### src/rtl/pwm_multi_engine.sv
// Multi-channel PWM generator with a shadow/active configuration pair per channel.
// New settings reach the output at a period wrap, or on the next clock while a channel is idle.
module pwm_multi_engine #(
  parameter int NUM_CH   = 8,
  parameter int CH_W     = 3,
  parameter int CNT_W    = 32,
  parameter int DEF_HIGH = 1000,
  parameter int DEF_LOW  = 1000
) (
  input  logic              clk,
  input  logic              rst_n,
  input  logic              pwm_enable,
  input  logic [NUM_CH-1:0] ch_enable,
  input  logic              sync_start,
  input  logic              cfg_valid,
  output logic              cfg_ready,
  input  logic [CH_W-1:0]   cfg_ch,
  input  logic [CNT_W-1:0]  cfg_high,
  input  logic [CNT_W-1:0]  cfg_low,
  input  logic [CNT_W-1:0]  cfg_phase,
  input  logic              cfg_invert,
  output logic [NUM_CH-1:0] pwm_out,
  output logic [NUM_CH-1:0] period_done
);

  typedef struct packed {
    logic [CNT_W-1:0] high;
    logic [CNT_W-1:0] low;
    logic [CNT_W-1:0] phase;
    logic             invert;
  } cfg_t;

  localparam cfg_t DEF_CFG = '{high: CNT_W'(DEF_HIGH), low: CNT_W'(DEF_LOW),
                               phase: '0, invert: 1'b0};

  cfg_t              r_shadow [NUM_CH];
  cfg_t              r_active [NUM_CH];
  logic [NUM_CH-1:0] r_pending;
  logic [CNT_W:0]    r_cnt    [NUM_CH];
  logic [NUM_CH-1:0] r_out;
  logic [NUM_CH-1:0] r_done;

  cfg_t              w_cfg_in;
  logic              w_pend_sel;
  logic              w_ch_ok;
  logic              w_wr;
  logic [NUM_CH-1:0] w_run;
  logic [NUM_CH-1:0] w_wrap;
  logic [NUM_CH-1:0] w_copy;
  logic [NUM_CH-1:0] w_wr_ch;
  logic [NUM_CH-1:0] w_level;
  logic [CNT_W:0]    w_period [NUM_CH];
  logic [CNT_W:0]    w_start  [NUM_CH];

  assign w_cfg_in = '{high: cfg_high, low: cfg_low, phase: cfg_phase, invert: cfg_invert};

  always_comb begin
    // NOTE: every signal gets a value on every path through this block, so no latch can form.
    w_pend_sel = 1'b0;
    for (int i = 0; i < NUM_CH; i++)
      if (int'(cfg_ch) == i) w_pend_sel = r_pending[i];
    w_ch_ok   = int'(cfg_ch) < NUM_CH;
    cfg_ready = w_ch_ok && !w_pend_sel;
    w_wr      = cfg_valid && cfg_ready;

    for (int i = 0; i < NUM_CH; i++) begin
      w_run[i]    = pwm_enable & ch_enable[i];
      w_period[i] = {1'b0, r_active[i].high} + {1'b0, r_active[i].low};
      w_start[i]  = ({1'b0, r_active[i].phase} < w_period[i]) ? {1'b0, r_active[i].phase} : '0;
      // A sync_start load is a restart, not a wrap: it neither pulses nor swaps configuration.
      w_wrap[i]   = w_run[i] && !sync_start && (w_period[i] != '0) &&
                    (r_cnt[i] >= w_period[i] - (CNT_W+1)'(1));
      w_copy[i]   = r_pending[i] && (!w_run[i] || w_wrap[i]);
      w_wr_ch[i]  = w_wr && (int'(cfg_ch) == i);
      w_level[i]  = (w_run[i] && (w_period[i] != '0))
                  ? ((r_cnt[i] < {1'b0, r_active[i].high}) ^ r_active[i].invert)
                  : r_active[i].invert;
    end
  end

  always_ff @(posedge clk or negedge rst_n) begin
    if (!rst_n) begin
      // NOTE: the per-channel configuration arrays are plain flops, not RAM, so they are reset.
      for (int i = 0; i < NUM_CH; i++) begin
        r_shadow[i] <= DEF_CFG;
        r_active[i] <= DEF_CFG;
        r_cnt[i]    <= '0;
      end
      r_pending <= '0;
      r_out     <= '0;
      r_done    <= '0;
    end else begin
      for (int i = 0; i < NUM_CH; i++) begin
        if (w_wr_ch[i]) r_shadow[i] <= w_cfg_in;
        if (w_copy[i])  r_active[i] <= r_shadow[i];
        // Idle channels track their start value so the first running cycle already sits on it.
        if (!w_run[i] || sync_start)                  r_cnt[i] <= w_start[i];
        else if (w_wrap[i] || (w_period[i] == '0))    r_cnt[i] <= '0;
        else                                          r_cnt[i] <= r_cnt[i] + (CNT_W+1)'(1);
      end
      // A write never lands on a pending channel (cfg_ready is low), so set and clear are exclusive.
      r_pending <= w_wr_ch | (r_pending & ~w_copy);
      r_out     <= w_level;
      r_done    <= w_wrap;
    end
  end

  assign pwm_out     = r_out;
  assign period_done = r_done;

endmodule

### config.mk
export PLATFORM = sky130hd
export DESIGN_NAME = pwm_multi_engine
export DESIGN_NICKNAME = d
export VERILOG_FILES = /design/src/rtl/pwm_multi_engine.sv
export SDC_FILE = /design/constraint.sdc
export NUM_CORES = 2
export LEC_CHECK = 0
export ABC_AREA = 0
export BUFFER_PORTS_ARGS = -buffer_cell sky130_fd_sc_hd__buf_4
export CAP_MARGIN = 20
export CELL_PAD_IN_SITES_DETAIL_PLACEMENT = 0
export CELL_PAD_IN_SITES_GLOBAL_PLACEMENT = 1
export CORE_MARGIN = 4
export CORE_UTILIZATION = 40
export CTS_CLUSTER_DIAMETER = 150
export DETAILED_ROUTE_END_ITERATION = 6
export PLACE_DENSITY = 0.75
export RECOVER_POWER = 50
export SETUP_SLACK_MARGIN = 0.1
export SLEW_MARGIN = 20
export SYNTH_ARGS = -nofsm -noshare
export SYNTH_HDL_FRONTEND = slang
export SYNTH_SLANG_ARGS = --single-unit
### constraint.sdc
create_clock -name clk -period 11.4 [get_ports clk]
set_input_delay 0.57 -clock clk [delete_from_list [all_inputs] [get_ports clk]]
set_output_delay 0.57 -clock clk [all_outputs]
set_load 0.1 [all_outputs]
---- After elaboration in Yosys (flattened, before gate mapping) ----
Cells that the tools add are included.
word-level totals
  register bits after elaboration ......... 1840
  input port bits ......................... 113
  output and inout bits ................... 17
  word-level logic and storage cells ...... 289
operators by class
  magnitude comparators ................... 24
  add/sub/neg operators ................... 24
  equal/unequal tests ..................... 7
  mux-type cells .......................... 40
  bitwise operators ....................... 19
  reductions and logical operators ........ 100
operators by type and width
  cell                                                 number
  2-to-1 mux 33 bit                                    16
  adder 32 x 32 -> 33 bit                              8
  adder 33 x 1 -> 33 bit (second input constant)       8
  >= comparator 33 bit                                 8
  zero test 33 bit                                     8
  < comparator 32 x 33 -> 1 bit                        8
  < comparator 33 x 32 -> 1 bit                        8
  nonzero test 33 bit                                  8
  subtractor 33 x 1 -> 33 bit (second input constant)  8
  2-to-1 mux 32 bit                                    8
  logical AND 1 bit                                    49
  logical OR 1 bit                                     24
  2-to-1 mux 1 bit                                     16
  == test 3 bit (second input constant)                4
  zero test 1 bit                                      10
  AND 1 bit                                            8
  AND 8 bit                                            1
  inverter 8 bit                                       1
  bitwise OR 8 bit                                     1
  bitwise XOR 1 bit                                    8
  == test 3 x 2 -> 1 bit (second input constant)       2
  == test 3 x 1 -> 1 bit (second input constant)       1
  zero test 3 bit                                      1

---- Longest topological paths before layout ----
  depth after elaboration ................. 13
  gate-level depth with buffers ........... 29
  mapped depth without buffers ............ 26

---- Least setup slack after synthesis ----
OpenSTA, ideal clock, no wires.
  path type ............................... flip-flop to flip-flop
  start ................................... register r_active[65] (netlist bit)
  end ..................................... register r_active[66] (netlist bit)
  library setup time ...................... 0.127 ns
  data arrival time ....................... 6.221 ns
  cell stages (with the launch flop) ...... 27
  period minus slack after synthesis ...... 6.348 ns
  buffers on the path ..................... 2
  data required time ...................... 11.273 ns
  path slack .............................. 5.052 ns
  cells stage by stage .................... dfrtp_1 ha_1 inv_1 fa_1 nand2b_1 a21oi_1 xnor2_1 nand3_1 or4_1 or4b_2 or4_1 nor4b_1 nand2_1 xnor2_1 ha_1 a21o_1 a21o_1 a21o_1 a21oi_1 o21ai_0 a211oi_1 nor2_1 o31a_1 o21ai_4 buf_6 buf_6 mux2_1
between the ends
  word-level cells in the longest chain between the ends .. 6
  elaborated cells on any way between the ends .. 8
  classes of those cells .................. 2 x add/sub; 1 x order compare; 5 x reduce/logical
ends and longest elaborated chain
  what                                                                       line    source
  from (decl)                                                                37      cfg_t r_active [NUM_CH];
  from (signal, indexed assignment)                                          95      if (w_copy[i]) r_active[i] <= r_shadow[i];
  adder 32 x 32 -> 33 bit (*)                                                68      w_period[i] = {1'b0, r_active[i].high} + {1'b0, r_active[i].low};
  subtractor 33 x 1 -> 33 bit / nonzero test 33 bit (equally long branches)  72, 71
  >= comparator 33 bit / logical AND 1 bit (equally long branches)           72, 71
  logical AND 1 bit (*)                                                      71      w_wrap[i] = w_run[i] && !sync_start && (w_period[i] != '0) &&
  via w_wrap[7]                                                              48      logic [NUM_CH-1:0] w_wrap;
  logical OR 1 bit (*)                                                       73      w_copy[i] = r_pending[i] && (!w_run[i] || w_wrap[i]);
  logical AND 1 bit (*)                                                      73
Mark *: on every way through the listed nets, which the timed path passes. The rest lies on a longest branch.
A chain may end at the register's enable or synchronous reset.

==> flow_metrics.py <==
metrics = {
    "timing": {
        "hold_slack_ns": 0.110,
        "finalHoldViolations": 0,
        "setup_viol": 0,
        "finalCriticalPeriod_ns": 8.31,
        "grt_setup_unrepaired": "false",
        "fmax_mhz": 120,
        "post-route-period-util_pct": 72.9,
        "report.final.slew_viol_count": 585,
        "slew_headroom_pct": -456,
        "clock_skew_ns": 0.0518,
        "tns_ns": 0,
        "worstMarginPinSlew_ns": 8.34,
    },
    "clock_network": {
        "post-cts-setup-buffers": 0,
        "cts_hold_buf": 5,
        "cts-resized-gates": 0,
        "numCtsBuffers": 205,
        "cts-root-buf": "clkbuf_16",
        "cts_max_path_buffers": 4,
        "cts.sinks": 1840,
        "clk_latency_ns": 0.88,
        "cts.clk_slew.worst_paths_ns": 0.06,
        "htreeDepth": 4,
        "cts_tree": "done",
    },
    "power_and_ir_drop": {
        "vdd_ir_drop_max_mv": 0.215,
        "power_density_nw_per_um2": 364,
        "power.leakage_nw": 54.8,
    },
    "synthesis": {
        "synth_flop_cell": "dfrtp_1",
        "synth_edf_count": 0,
        "seq_area_frac_synth_pct": 41.2,
        "synth_top_cell_by_area": "dfrtp_1",
        "synth-seq-cells": 1840,
        "yosysUniqueCellTypes": 95,
        "async_reset_ff_share_pct": 100,
        "syn_avg_cell_area_um2": 10.8,
        "ys_warn_count": 0,
        "synth_area_leaders": "dfrtp_1, mux2_2, ha_1, dfstp_2, xnor2_1",
        "syn_inst": 10400,
        "syn_area_um2": 112000,
        "netlist.area_leader.share_pct": 36.7,
        "synth_nets": 11500,
    },
    "route": {
        "wl_per_cell_um": 26.2,
        "first_iter_violations": 7967,
        "drt-vias-per-instance": 5.92,
        "totalWireLength_mm": 379,
        "dr.pass1.iters": 7,
        "ant_nets": 0,
        "drc": 3,
        "vias": 85700,
    },
    "grt": {
        "use_met1_pct": 36.3,
        "gr-usage-met3_pct": 5.05,
        "grt_use_total_pct": 25.7,
        "grt_overflow": 0,
        "first_global_vias": 83700,
        "gr-usage-met2_pct": 38.6,
        "antenna_found_initial": 100,
        "grt_max_degree": 165,
        "busiest_layer": "met2",
        "grt_first_pass_wirelength_mm": 558,
    },
    "setup_path": {
        "startpoint": "rst_n",
        "timing.rr.end": "r_active[47]$_DFFE_PN0P_",
        "r2r_slack_ns": 3.35,
        "r2r_cells": 23,
        "r2r-start": "r_active[71]$_DFFE_PN1P_",
        "required_ns": 12.04,
        "startpoint_type": "primary input",
        "criticalPathCategory": "in2async",
        "endpoint": "r_shadow[581]$_DFFE_PN0P_",
        "worstPathMaxFanout": 146,
        "endpoint_kind": "async pin",
        "crit_arrival_ns": 8.94,
    },
    "run": {
        "maxCapViolations": 8,
    },
    "floorplan": {
        "coreArea_um2": 279000,
        "initial_core_util_pct": 40.2,
        "std_cell_rows": 194,
        "die_h_um": 538,
        "io_pins": 130,
        "fp.dieW_um": 538,
        "dieArea_um2": 289000,
    },
    "place": {
        "gp_congestion": 0.939,
        "dp_hpwl_mm": 263,
        "port_buffers": 129,
    },
    "layout": {
        "utilization_pct": 44.6,
        "layout-drive-gt1-share_pct": 21.2,
        "area_delta_synth_final_pct": 10.9,
        "n_fill_cell": 26000,
        "layout.nets": 11600,
    },
    "outcome": {
        "status": "finished, violations left",
        "violations": "DRC, capacitance limit, slew limit",
    },
    "min_path": {
        "hp-class": "in2reg",
    },
}
[report_power, final]
group          switching, W  internal (W)  leakage, nW
Sequential          0.00240       0.00919         22.3
Clock               0.00284       0.00414         3.45
Combinational        0.0156        0.0112         29.1
Total                0.0208        0.0245         54.8
[how the worst min path moves through the flow]
stage | slack [ns] | from | depth (start not counted) | end
2_1_floorplan | 0.27 | rst_n | 0 | period_done[0]$_DFF_PN0_
3_3_place_gp | 0.46 | r_active[194]$_DFFE_PN0P_ | 1 | pwm_out[5]$_DFF_PN0_
3_5_place_dp | 0.46 | r_active[194]$_DFFE_PN0P_ | 1 | pwm_out[5]$_DFF_PN0_
4_1_cts | 0.05 | ch_enable[1] | 3 | r_pending[1]$_DFF_PN0_
5_1_grt | 0.09 | ch_enable[1] | 3 | r_pending[1]$_DFF_PN0_
6_report | 0.11 | ch_enable[1] | 3 | r_pending[1]$_DFF_PN0_
[metrics by stage]
step / area, um^2 / total power (W) / setup WS [ns] / instances
after global routing: 124000 / 0.0491 / 1.63 / 14400
final: 124000 / 0.0453 / 3.09 / 14500
after detailed placement: 117000 / 0.0379 / 3.41 / 14000
after floorplan: 112000 / 0.0305 / 5.05 / 10400
after CTS: 124000 / 0.0451 / 3.38 / 14300
after global placement: 117000 / 0.0371 / 3.45 / 14000
[final cells by class]
| class | count | area [um^2] | area share [%] |
|---|---|---|---|
| multi-input combinational | 7666 | 62600 | 50.3 |
| timing repair buffer | 210 | 1600 | 1.28 |
| inverter | 525 | 1970 | 1.58 |
| clock inverter | 85 | 1170 | 0.938 |
| tap | 3724 | 4660 | 3.74 |
| sequential | 1840 | 46300 | 37.2 |
| antenna | 131 | 328 | 0.263 |
| clock buffer | 288 | 5860 | 4.71 |
[per-layer routing]
metal	vias to the layer above	share of wire, %
met5	-	0.010
met4	8	3.7
li1	38600	-
met2	3246	44
met3	574	8.4
met1	43200	44
[sequential cells by signal (all words and copies together), names as in the netlist]
signal       count
period_done      8
r_shadow       776
r_cnt          264
pwm_out          8
r_active       776
r_pending        8
[cell usage in the layout (no fill, tap or decap), types with 192 or more instances in the layout]
cell type / synthesis / routed
o211ai_1: 264 / 264
nand4_1: 209 / 209
xor2_1: 285 / 285
a21o_1: 270 / 270
clkbuf_16: 0 / 206
nand3_1: 371 / 369
xnor2_1: 378 / 378
mux2_2: 1396 / 1396
nand2_1: 526 / 521
nor2_1: 433 / 431
dfrtp_1: 1648 / 1647
ha_1: 1000 / 1000
a21oi_1: 433 / 433
o21ai_0: 307 / 306
dfstp_2: 192 / 192
o2bb2ai_1: 198 / 197
inv_1: 524 / 524
[Yosys cell counts (all sizes together), types with 285 or more instances]
cell type,instances
dfrtp,1648
nand3,371
inv,525
nand2,526
xor2,285
clkbuf,314
o21ai,317
ha,1000
xnor2,378
mux2,1456
a21oi,433
nor2,433
[worst max-delay path, cell delays in order]
cell and delay (ns):
dlygate4sd3_1 0.52, clkbuf_1 5.72, buf_12 0.46, clkbuf_2 1.36
[cells by family (layout without fill, tap and decap cells)]
| kind of cell | after synthesis | count (layout) | share of synthesized area, % |
|---|---|---|---|
| other | 0 | 131 | 0 |
| AO/OA/AOI/OAI | 2152 | 2152 | 13.4 |
| XOR/XNOR | 663 | 663 | 5.17 |
| flip-flops | 1840 | 1840 | 41.2 |
| adder cells (fa/ha/maj) | 1017 | 1017 | 11.4 |
| AND/OR/NAND/NOR | 2367 | 2367 | 10.8 |
| multiplexers | 1467 | 1467 | 14.8 |
| buffers and inverters | 919 | 1108 | 3.20 |
(Power assumes the default switching activity.)
